## src/rtl/xor_parity_rx.sv

```systemverilog
// Serial frame receiver: start, DATA_BITS data bits (LSB first), parity, stop.
// Parity is checked with a running XOR accumulated as the data bits are sampled.
module xor_parity_rx #(
    parameter int DATA_BITS    = 8,
    parameter int CLKS_PER_BIT = 4,
    parameter int ODD_PARITY   = 0
) (
    input  logic                 clk,
    input  logic                 rst_n,
    input  logic                 rx_in,
    output logic [DATA_BITS-1:0] data_out,
    output logic                 valid,
    output logic                 parity_err,
    output logic                 frame_err,
    output logic                 busy
);
    localparam int CW = $clog2(CLKS_PER_BIT);
    localparam int IW = $clog2(DATA_BITS + 1);
    localparam logic [CW-1:0] HALF_M1 = CW'(CLKS_PER_BIT / 2 - 1);
    localparam logic [CW-1:0] FULL_M1 = CW'(CLKS_PER_BIT - 1);
    localparam logic [IW-1:0] LAST_IDX = IW'(DATA_BITS - 1);
    localparam logic ODD = (ODD_PARITY != 0);

    typedef enum logic [2:0] {IDLE, START, DATA, PARITY, STOP} state_t;

    state_t               state_q, state_d;
    logic [CW-1:0]        cnt_q, cnt_d;
    logic [IW-1:0]        idx_q, idx_d;
    logic                 acc_q, acc_d;
    logic [DATA_BITS-1:0] shift_q, shift_d;
    logic                 par_q, par_d;
    logic [DATA_BITS-1:0] data_out_q, data_out_d;
    logic                 valid_q, valid_d;
    logic                 parity_err_q, parity_err_d;
    logic                 frame_err_q, frame_err_d;
    logic                 sync1_q, sync2_q;
    logic                 rx_s;

    assign rx_s = sync2_q;

    always_comb begin
        state_d      = state_q;
        cnt_d        = cnt_q;
        idx_d        = idx_q;
        acc_d        = acc_q;
        shift_d      = shift_q;
        par_d        = par_q;
        data_out_d   = data_out_q;
        valid_d      = 1'b0;
        parity_err_d = parity_err_q;
        frame_err_d  = frame_err_q;
        case (state_q)
            IDLE: begin
                if (!rx_s) begin
                    state_d = START;
                    cnt_d   = '0;
                end
            end
            START: begin
                if (cnt_q == HALF_M1) begin
                    cnt_d = '0;
                    if (!rx_s) begin
                        state_d = DATA;
                        idx_d   = '0;
                        acc_d   = 1'b0;
                    end else begin
                        // line went back high before mid-bit: a glitch, not a frame
                        state_d = IDLE;
                    end
                end else begin
                    cnt_d = cnt_q + 1'b1;
                end
            end
            DATA: begin
                if (cnt_q == FULL_M1) begin
                    cnt_d = '0;
                    for (int i = 0; i < DATA_BITS; i++)
                        if (idx_q == IW'(i)) shift_d[i] = rx_s;
                    acc_d = acc_q ^ rx_s;
                    idx_d = idx_q + 1'b1;
                    if (idx_q == LAST_IDX) state_d = PARITY;
                end else begin
                    cnt_d = cnt_q + 1'b1;
                end
            end
            PARITY: begin
                if (cnt_q == FULL_M1) begin
                    cnt_d   = '0;
                    par_d   = acc_q ^ rx_s ^ ODD;
                    state_d = STOP;
                end else begin
                    cnt_d = cnt_q + 1'b1;
                end
            end
            STOP: begin
                if (cnt_q == FULL_M1) begin
                    cnt_d        = '0;
                    state_d      = IDLE;
                    valid_d      = 1'b1;
                    data_out_d   = shift_q;
                    parity_err_d = par_q;
                    frame_err_d  = ~rx_s;
                end else begin
                    cnt_d = cnt_q + 1'b1;
                end
            end
            default: state_d = IDLE;
        endcase
    end

    always_ff @(posedge clk or negedge rst_n) begin
        if (!rst_n) begin
            sync1_q      <= 1'b1;
            sync2_q      <= 1'b1;
            state_q      <= IDLE;
            cnt_q        <= '0;
            idx_q        <= '0;
            acc_q        <= 1'b0;
            shift_q      <= '0;
            par_q        <= 1'b0;
            data_out_q   <= '0;
            valid_q      <= 1'b0;
            parity_err_q <= 1'b0;
            frame_err_q  <= 1'b0;
        end else begin
            sync1_q      <= rx_in;
            sync2_q      <= sync1_q;
            state_q      <= state_d;
            cnt_q        <= cnt_d;
            idx_q        <= idx_d;
            acc_q        <= acc_d;
            shift_q      <= shift_d;
            par_q        <= par_d;
            data_out_q   <= data_out_d;
            valid_q      <= valid_d;
            parity_err_q <= parity_err_d;
            frame_err_q  <= frame_err_d;
        end
    end

    assign data_out   = data_out_q;
    assign valid      = valid_q;
    assign parity_err = parity_err_q;
    assign frame_err  = frame_err_q;
    assign busy       = (state_q != IDLE);
endmodule

```

## config.mk

```make
export PLATFORM = sky130hd
export DESIGN_NAME = xor_parity_rx
export DESIGN_NICKNAME = d
export VERILOG_FILES = /design/src/rtl/xor_parity_rx.sv
export SDC_FILE = /design/constraint.sdc
export NUM_CORES = 1
export LEC_CHECK = 0
export ABC_AREA = 0
export BUFFER_PORTS_ARGS = -buffer_cell sky130_fd_sc_hd__buf_2
export CAP_MARGIN = 25
export CORE_ASPECT_RATIO = 0.75
export CORE_UTILIZATION = 50
export CTS_CLUSTER_DIAMETER = 40
export CTS_CLUSTER_SIZE = 10
export DETAILED_ROUTE_END_ITERATION = 8
export PLACE_DENSITY = 0.69
export SLEW_MARGIN = 20
export SYNTH_ARGS = -nofsm -noshare
export SYNTH_HDL_FRONTEND = slang
export SYNTH_SLANG_ARGS = --single-unit
```

## constraint.sdc

```tcl
create_clock -name clk -period 1.81 [get_ports clk]
set_input_delay 0.4525 -clock clk [delete_from_list [all_inputs] [get_ports clk]]
set_output_delay 0.4525 -clock clk [all_outputs]
set_load 0.02 [all_outputs]
```

==> flow_summary.toml, run 1 <==
[cells_and_area]
net_total_in_the_final_layout = 172
antenna-diode-count = 0
synthToLayoutAreaGrowth_pct = 17.1
number_of_non_filler_instances_in_the_completed_layout = 199
drive_above_1_share_pct = 34.8
post-route-util_pct = 63.5

[sta]
maxSlewViolCount = 0
tns_ns = 0
hold_violations = 0
layout_setup_ws_ns = 0.0333
slew_headroom_pct = 73.1
period_needed_ns = 1.78
fin_worst_hold_slack_ns = 0.175
finalCritPeriodShare_pct = 98.2
count_of_final_setup_violators = 0
timing_worst_slew_pin_value_ns = 0.404
clock_skew_ns = 0.00762
achievable-frequency_mhz = 563

[clocking]
worstSkewPairLatency_ns = 0.28
clock_tree.root_cell = "clkbuf_8"
maximum_root_to_sink_buffer_count = 2
clkTransAtPathRegs_ns = 0.07
tritoncts = "done"
htree_levels = 2
cts_inserted_buffers = 5
cts.sink_count = 32
postCtsHoldBufs = 0

[drt]
vias_after_detailed_routing = 1120
vias_per_cell = 5.63
antenna_violating_nets_left = 0
detailedRoute.firstPassIterationCount = 4
drt_first_iter_violations = 55
routed_length_per_placed_instance_um = 15.2
detail_route.wirelength_um = 3030
post-route-drc-count = 0

[critical_path]
worst_path_largest_cell_delay_ns = 0.39
timing.critical_path.arrival_ns = 1.32
worst-path-max-fanout = 9
startpoint_type = "flip-flop"
crit_required_ns = 1.36
cp-end-kind = "output pin"
critical_path.slowest_cell = "dfrtp_1"
r2r-start = "cnt_q[0]"
worst-setup-path-type = "reg2out"
rr_worst_depth = 4
worst_setup_path_startpoint = "state_q[2]"
critical_path.cell_chain = "buf_6 -> or3_1 -> buf_4"

[yosys]
yosys-top-cells-count = "30 x dfrtp_1, 10 x nand3_1, 8 x ha_1, 8 x inv_1, 8 x mux2_4"
ys.warnings.count = 0
async_flop_share_pct = 100
netlist_instances = 135
cell_area_synth_mm2 = 0.00164
syn_avg_cell_area_um2 = 12.1
synth-edff-count = 0
yosys_most_used_dff = "dfrtp_1"
synth.top_cell.area_share_pct = 45.8
synth_nets = 146
synth_seq_cells = 32
leading_area_contributor_after_synthesis = "dfrtp_1"
post_synth_num_cell_types = 39
synth_area_leaders = "dfrtp_1 46%, mux2_4 7.3%, ha_1 6.1%"
yosysSeqAreaShare_pct = 49.0
synth.most_common_cell = "dfrtp_1"

[grt]
gr-usage-all-layers_pct = 20.5
antenna_found_initial = 0
first_pass_grt_wire_length_um = 5040
vias_in_the_first_global_route = 1001
global_route.overflow_total = 0
grt_max_degree = 33

[floorplan]
chipWidth_um = 68.1
die_area_mm2 = 0.00351
top_level_ports = 15
die_y_extent_um = 51.6
initial_core_util_pct = 54.2
core_area_mm2 = 0.00302
placement_rows = 17

[placed_design]
gp_congestion = 0.747
place.port_buffers = 14
dp.final_hpwl_um = 2020
post-place-cells = 185
dpl_worst_slack_ns = 0.177

[pwr]
worst_ir_drop_vdd_mv = 0.707
power.leakage_nw = 0.920
power.density_cell_area_mw_per_mm2 = 1350

[outcome]
run_status = "finished, final reports clean"

[flow_run]
timing.max_cap.violations = 0

[worst_hold_path]
worst_hold_path_type = "in2async"
[area by class of cell]
cell class	count	area, um^2
clock buffers	7	96.3
repair buffers	26	186
fillers	235	1100
well taps	38	47.5
inverters	9	33.8
flip-flops and latches	32	803
multi-input cells	87	751
[metal layers]
| metal | track usage, % | vias up | share of wire [%] |
|---|---|---|---|
| li1 | - | 538 | - |
| met1 | 29.1 | 553 | 50 |
| met2 | 28.6 | 25 | 45 |
| met3 | 6.36 | 4 | 4.0 |
| met4 | 8.68 | 0 | 1.4 |
| met5 | 0 | - | 0 |
[worst paths after layout]
path	endpoint	slack, ns
hold / removal	cnt_q[1]	0.17
min in group clk	sync1_q	0.27
setup reg to reg	shift_q[7]	0.16
max in group asynchronous	sync1_q	1.29
hold reg to reg	rx_s	0.36
setup / recovery	busy	0.03
[state kept, by name, summed over array words and instances, names as in the netlist]
signal      count
state_q         3
par_q           1
data_out        8
acc_q           1
sync1_q         1
cnt_q           2
idx_q           4
valid           1
frame_err       1
parity_err      1
shift_q         8
rx_s            1
[repair_timing]
item / CTS / global route
gates resized for setup: 1 / 3
setup buffers: 0 / 7
setup endpoints to repair: 1 / 1
hold endpoints to repair: 0 / 0
[through the flow]
stage	area [um^2]	total power, mW
floorplan	1640	1.70
global placement	1760	1.87
detailed placement	1760	1.93
CTS	1860	2.51
global route	1920	2.77
finish	1920	2.58
[power by group]
part | leakage (nW) | switching, mW | internal (mW) | total (mW)
Combinational | 0.449 | 0.508 | 0.456 | 0.963
Sequential | 0.421 | 0.146 | 0.893 | 1.04
Clock | 0.0503 | 0.243 | 0.338 | 0.581
[cell families after synthesis]
group                    count (synthesis)  synth area share, %
AO/OA/AOI/OAI                           18                 6.65
adder cells (fa/ha/maj)                  8                 6.11
buffers and inverters                   16                 5.12
flip-flops                              32                 49.0
multiplexers                            19                 14.7
AND/OR/NAND/NOR                         42                 18.3
[critical path, delay by kind of cell (launching register included)]
family,cells,cell delay [ns]
buffers and inverters,2,0.30
AND/OR/NAND/NOR,1,0.36
flip-flops,1,0.39
[layout by cell type (no fill, tap or decap), types with 2 or more instances in the layout]
cell type,n
dfrtp_1,30
buf_2,13
nand3_1,10
buf_4,9
inv_1,8
mux2_4,8
ha_1,8
mux2_2,7
o21ai_0,7
clkbuf_8,7
a21oi_1,4
nor4b_1,4
nor2b_1,3
nand4b_1,3
nand2_1,3
nor2_1,3
buf_6,3
or3_1,2
and4bb_2,2
mux2_1,2
nand2b_1,2
o31a_1,2
mux2i_1,2
nand3b_1,2
dfstp_2,2
Power figures use the tool's default switching activity.
==> run 2: changes to the inputs <==
--- a/config.mk
+++ b/config.mk
@@ -11,8 +11,9 @@
 export CORE_ASPECT_RATIO = 0.75
 export CORE_UTILIZATION = 50
 export CTS_CLUSTER_DIAMETER = 40
-export CTS_CLUSTER_SIZE = 10
+export CTS_CLUSTER_SIZE = 14
 export DETAILED_ROUTE_END_ITERATION = 8
+export MAX_ROUTING_LAYER = met4
 export PLACE_DENSITY = 0.69
 export SLEW_MARGIN = 20
 export SYNTH_ARGS = -nofsm -noshare
==> run 2 against run 1 <==
Flip-flop and latch count did not move. Count of clock-buffer cells in the layout did not move. Hold slack improved by 0.0081 ns. Clock skew fell by 0.0026 ns. Cell area fell by 1.5%. Core utilization fell by 0.95 points. Via count fell by 0.63%. Critical path type unchanged. Critical endpoint unchanged.
==> flow_summary.toml, run 2 (same netlist as run 1, synthesis figures left out) <==
[drt]
antenna_violating_nets_left = 0
routed_length_per_placed_instance_um = 15.4
detailedRoute.firstPassIterationCount = 4
post-route-drc-count = 0
detail_route.wirelength_um = 2980
vias_per_cell = 5.74
vias_after_detailed_routing = 1113
drt_first_iter_violations = 45

[sta]
achievable-frequency_mhz = 562
period_needed_ns = 1.78
fin_worst_hold_slack_ns = 0.183
clock_skew_ns = 0.00499
timing_worst_slew_pin_value_ns = 0.406
count_of_final_setup_violators = 0
finalCritPeriodShare_pct = 98.3
layout_setup_ws_ns = 0.0305
tns_ns = 0
hold_violations = 0
maxSlewViolCount = 0
slew_headroom_pct = 72.9
rsz_0062_raised_after_global_routing = "no"

[critical_path]
startpoint_type = "flip-flop"
worstSetupEndpoint = "busy"
r2r-start = "cnt_q[0]"
worst-path-max-fanout = 12
worst_path_largest_cell_delay_ns = 0.38
worst-setup-path-type = "reg2out"
worstSetupPathDepth = 3
cp-end-kind = "output pin"
crit_required_ns = 1.36
worst_setup_path_startpoint = "state_q[2]"
critical_path.cell_chain = "buf_6 -> or3_4 -> buf_6"
critPathMostFrequentCell = "buf_6"
rr_worst_depth = 4
cp_num_buf_inv = 2
timing.critical_path.arrival_ns = 1.33
critical_path.slowest_cell = "dfrtp_1"
r2r_slack_ns = 0.15
timing.rr.end = "shift_q[7]"
worst_path_dominant_cell_family = "flip-flops"

[flow_run]
timing.max_cap.violations = 0

[pwr]
power.density_cell_area_mw_per_mm2 = 1360
clockPowerShare_pct = 22.5
worst_ir_drop_vdd_mv = 0.689
intPower_mw = 1.67
power.leakage_nw = 0.895
switchingPower_mw = 0.888
combinational_share_of_power_pct = 36.9
power.sequential.fraction_pct = 40.6
power_switching_share_pct = 34.7

[placed_design]
post-place-cells = 185
gp_congestion = 0.757
dpl_worst_slack_ns = 0.177
place.port_buffers = 14
dp.final_hpwl_um = 2020

[floorplan]
core_area_mm2 = 0.00302
die_y_extent_um = 51.6
top_level_ports = 15
initial_core_util_pct = 54.2
placement_rows = 17
die_area_mm2 = 0.00351
chipWidth_um = 68.1

[clocking]
clkTransAtPathRegs_ns = 0.06
cts_inserted_buffers = 5
worstSkewPairLatency_ns = 0.28
cts.sink_count = 32
clock_tree.root_cell = "clkbuf_8"
postCtsHoldBufs = 0
tritoncts = "done"
maximum_root_to_sink_buffer_count = 2
htree_levels = 2

[cells_and_area]
antenna-diode-count = 0
most_common_cell_after_layout_fill_and_taps_aside = "dfrtp_1"
drive_above_1_share_pct = 33.3
number_of_non_filler_instances_in_the_completed_layout = 194
synthToLayoutAreaGrowth_pct = 15.4
fillers = 238
layout.cells.most_common_list = "30 x dfrtp_1, 13 x buf_2, 10 x nand3_1"
net_total_in_the_final_layout = 167

[grt]
gr-usage-all-layers_pct = 20.9
antenna_found_initial = 0
global_route.overflow_total = 0
first_pass_grt_wire_length_um = 5030
grt_max_degree = 33
vias_in_the_first_global_route = 1007

[outcome]
run_status = "finished, final reports clean"

[worst_hold_path]
worst_hold_path_type = "in2async"
run 2: power groups by stage:
| stage | Combinational, mW | Clock [mW] | Sequential, mW |
|---|---|---|---|
| 2_1_floorplan | 0.664 | 0 | 1.03 |
| 3_3_place_gp | 0.838 | 0 | 1.03 |
| 3_5_place_dp | 0.879 | 0 | 1.05 |
| 4_1_cts | 0.885 | 0.590 | 1.04 |
| 5_1_grt | 1.06 | 0.623 | 1.06 |
| 6_report | 0.944 | 0.577 | 1.04 |
run 2: timing repair:
| action | in CTS | in global routing |
|---|---|---|
| endpoints found under the setup margin | 1 | 1 |
| setup buffers | 0 | 2 |
| gates resized for setup | 1 | 5 |
run 2: how the worst min path moves through the flow:
stage | endpoint | from | slack (ns)
after CTS | valid | rst_n | 0.19
after global routing | data_out[1] | rst_n | 0.22
after detailed placement | rx_s | sync1_q | 0.35
after floorplan | acc_q | rst_n | 0.16
final | state_q[1] | rst_n | 0.18
after global placement | rx_s | sync1_q | 0.35
run 2: per-stage QoR:
step	util, %	power, mW	instance area, um^2
after floorplan	-	1.70	1640
after global placement	58.1	1.87	1760
after detailed placement	58.1	1.93	1760
after CTS	61.4	2.51	1860
after global routing	62.6	2.75	1890
final	62.6	2.56	1890
run 2: cell type report:
cell class / count / area, um^2 / area share (%)
Sequential cell: 32 / 803 / 42.5
Multi-Input combinational cell: 87 / 756 / 40.0
Timing Repair Buffer: 21 / 153 / 8.08
Clock buffer: 7 / 96.3 / 5.10
Tap cell: 38 / 47.5 / 2.52
Inverter: 9 / 33.8 / 1.79
run 2: worst register-to-register path, stage by stage, from the launching register on:
cell	delay (ns)
dfrtp_1	0.44
ha_1	0.28
and4bb_2	0.37
nand3_1	0.13
mux2_1	0.33
run 2: metal layers:
layer / global-route usage, % / routed length (um)
met5: - / 0
met1: 28.7 / 1490
met3: 6.36 / 119
met4: 8.68 / 42
met2: 28.8 / 1330
==> run 3: changes to the inputs <==
--- a/config.mk
+++ b/config.mk
@@ -9,12 +9,12 @@
 export BUFFER_PORTS_ARGS = -buffer_cell sky130_fd_sc_hd__buf_2
 export CAP_MARGIN = 25
 export CORE_ASPECT_RATIO = 0.75
-export CORE_UTILIZATION = 50
+export CORE_UTILIZATION = 58
 export CTS_CLUSTER_DIAMETER = 40
 export CTS_CLUSTER_SIZE = 14
 export DETAILED_ROUTE_END_ITERATION = 8
 export MAX_ROUTING_LAYER = met4
-export PLACE_DENSITY = 0.69
+export PLACE_DENSITY = 0.78
 export SLEW_MARGIN = 20
 export SYNTH_ARGS = -nofsm -noshare
 export SYNTH_HDL_FRONTEND = slang
==> run 3 against run 2 <==
Critical endpoint unchanged. Die area is 13% lower. First-iteration DRC count is 6.7% higher. Total power is 0.15% lower. Critical path type unchanged.
==> flow_summary.toml, run 3 (same netlist as run 1, synthesis figures left out) <==
[drt]
detail_route.wirelength_um = 3250
vias_per_cell = 5.89
routed_length_per_placed_instance_um = 16.7
post-route-drc-count = 0
drt_first_iter_violations = 48
detailedRoute.firstPassIterationCount = 4
antenna_violating_nets_left = 0
vias_after_detailed_routing = 1149

[cells_and_area]
fillers = 187
synthToLayoutAreaGrowth_pct = 15.4
number_of_non_filler_instances_in_the_completed_layout = 195
net_total_in_the_final_layout = 170
ff_latch_area_um2 = 803
layout.cells.most_common_list = "30 x dfrtp_1, 13 x buf_2, 10 x nand3_1"
antenna-diode-count = 0
multiInputGateArea_um2 = 756
finish.instance_area_mm2 = 0.00189
most_common_cell_after_layout_fill_and_taps_aside = "dfrtp_1"
post-route-util_pct = 71.5
drive_above_1_share_pct = 34.0

[pwr]
power.leakage_nw = 0.902
design_power_total_mw = 2.56
worst_ir_drop_vdd_mv = 0.631
power.density_cell_area_mw_per_mm2 = 1350

[placed_design]
dpl_worst_slack_ns = 0.191
postPlaceCellArea_mm2 = 0.00175
place.port_buffers = 14
gp_congestion = 0.846
post-place-cells = 182
dp.final_hpwl_um = 1970

[flow_run]
timing.max_cap.violations = 0

[clocking]
postCtsHoldBufs = 0
tritoncts = "done"
clkTransAtPathRegs_ns = 0.06
cts_inserted_buffers = 5
worstSkewPairLatency_ns = 0.29
cts.sink_count = 32
htree_levels = 2
clock_tree.root_cell = "clkbuf_8"
maximum_root_to_sink_buffer_count = 2

[grt]
met3_usage_pct = 5.71
globalRouteMet1Util_pct = 29.1
gr-usage-all-layers_pct = 21.8
antenna_found_initial = 0
gr-max-usage-layer = "met2"
grt.met2_usage_pct = 29.8
global_route.overflow_total = 0
vias_in_the_first_global_route = 941
grt_max_degree = 33
first_pass_grt_wire_length_um = 4490

[sta]
tns_ns = 0
achievable-frequency_mhz = 563
period_needed_ns = 1.78
maxSlewViolCount = 0
count_of_final_setup_violators = 0
layout_setup_ws_ns = 0.0331
timing_worst_slew_pin_value_ns = 0.697
finalCritPeriodShare_pct = 98.2
fin_worst_hold_slack_ns = 0.206
hold_violations = 0
slew_headroom_pct = 53.5
clock_skew_ns = 0.00698

[critical_path]
cp-end-kind = "output pin"
worst-setup-path-type = "reg2out"
crit_required_ns = 1.36
timing.rr.end = "shift_q[1]"
worstSetupEndpoint = "busy"
r2r-start = "cnt_q[0]"
startpoint_type = "flip-flop"
worst_setup_path_startpoint = "state_q[2]"
timing.critical_path.arrival_ns = 1.32
rr_worst_depth = 4
worst-path-max-fanout = 5
r2r_slack_ns = 0.11

[outcome]
run_status = "finished, final reports clean"

[floorplan]
initial_core_util_pct = 62.0
core_area_mm2 = 0.00264
chipWidth_um = 63.4
top_level_ports = 15
die_y_extent_um = 48.0
die_area_mm2 = 0.00304
placement_rows = 16

[worst_hold_path]
worst_hold_path_type = "in2async"
==> run 3: cell types whose count changed in the layout (fill, tap and decap cells not counted), sizes merged <==
cell and change:
clkbuf -1, buf +3, clkinv +1
==> run 3: repair_timing <==
| item | in CTS | in global routing |
|---|---|---|
| gates resized for setup | 2 | 4 |
| setup endpoints to repair | 1 | 1 |
| setup buffers | 0 | 6 |
==> run 3: metal layers <==
layer	up-vias	share of wire (%)
met4	0	2.5
met1	579	48
met2	27	46
met3	8	3.2
met5	-	0
li1	535	-
==> run 3: critical path, cell delays in order, from the launching register on <==
cell	delay, ns
dfrtp_1	0.39
buf_6	0.13
or3_4	0.37
buf_6	0.14
==> run 3: cell type report <==
| class | instances | area share (%) |
|---|---|---|
| Multi-Input combinational cell | 87 | 40.0 |
| Clock inverter | 1 | 0.265 |
| Sequential cell | 32 | 42.5 |
| Clock buffer | 6 | 3.84 |
| Tap cell | 36 | 2.38 |
| Inverter | 9 | 1.79 |
| Timing Repair Buffer | 24 | 9.27 |
==> run 3: power breakdown <==
part           switching (mW)  total [mW]  internal (mW)
combinational           0.525       0.997          0.472
sequential              0.151        1.04          0.893
clock                   0.255       0.516          0.261
total                   0.931        2.56           1.63
==> run 3: worst min path at each step <==
| stage | end | slack [ns] | cells past startpoint |
|---|---|---|---|
| floorplan | acc_q | 0.16 | 0 |
| global placement | rx_s | 0.35 | 0 |
| detailed placement | rx_s | 0.35 | 0 |
| CTS | cnt_q[0] | 0.23 | 1 |
| global route | sync1_q | 0.25 | 1 |
| finish | state_q[2] | 0.21 | 1 |
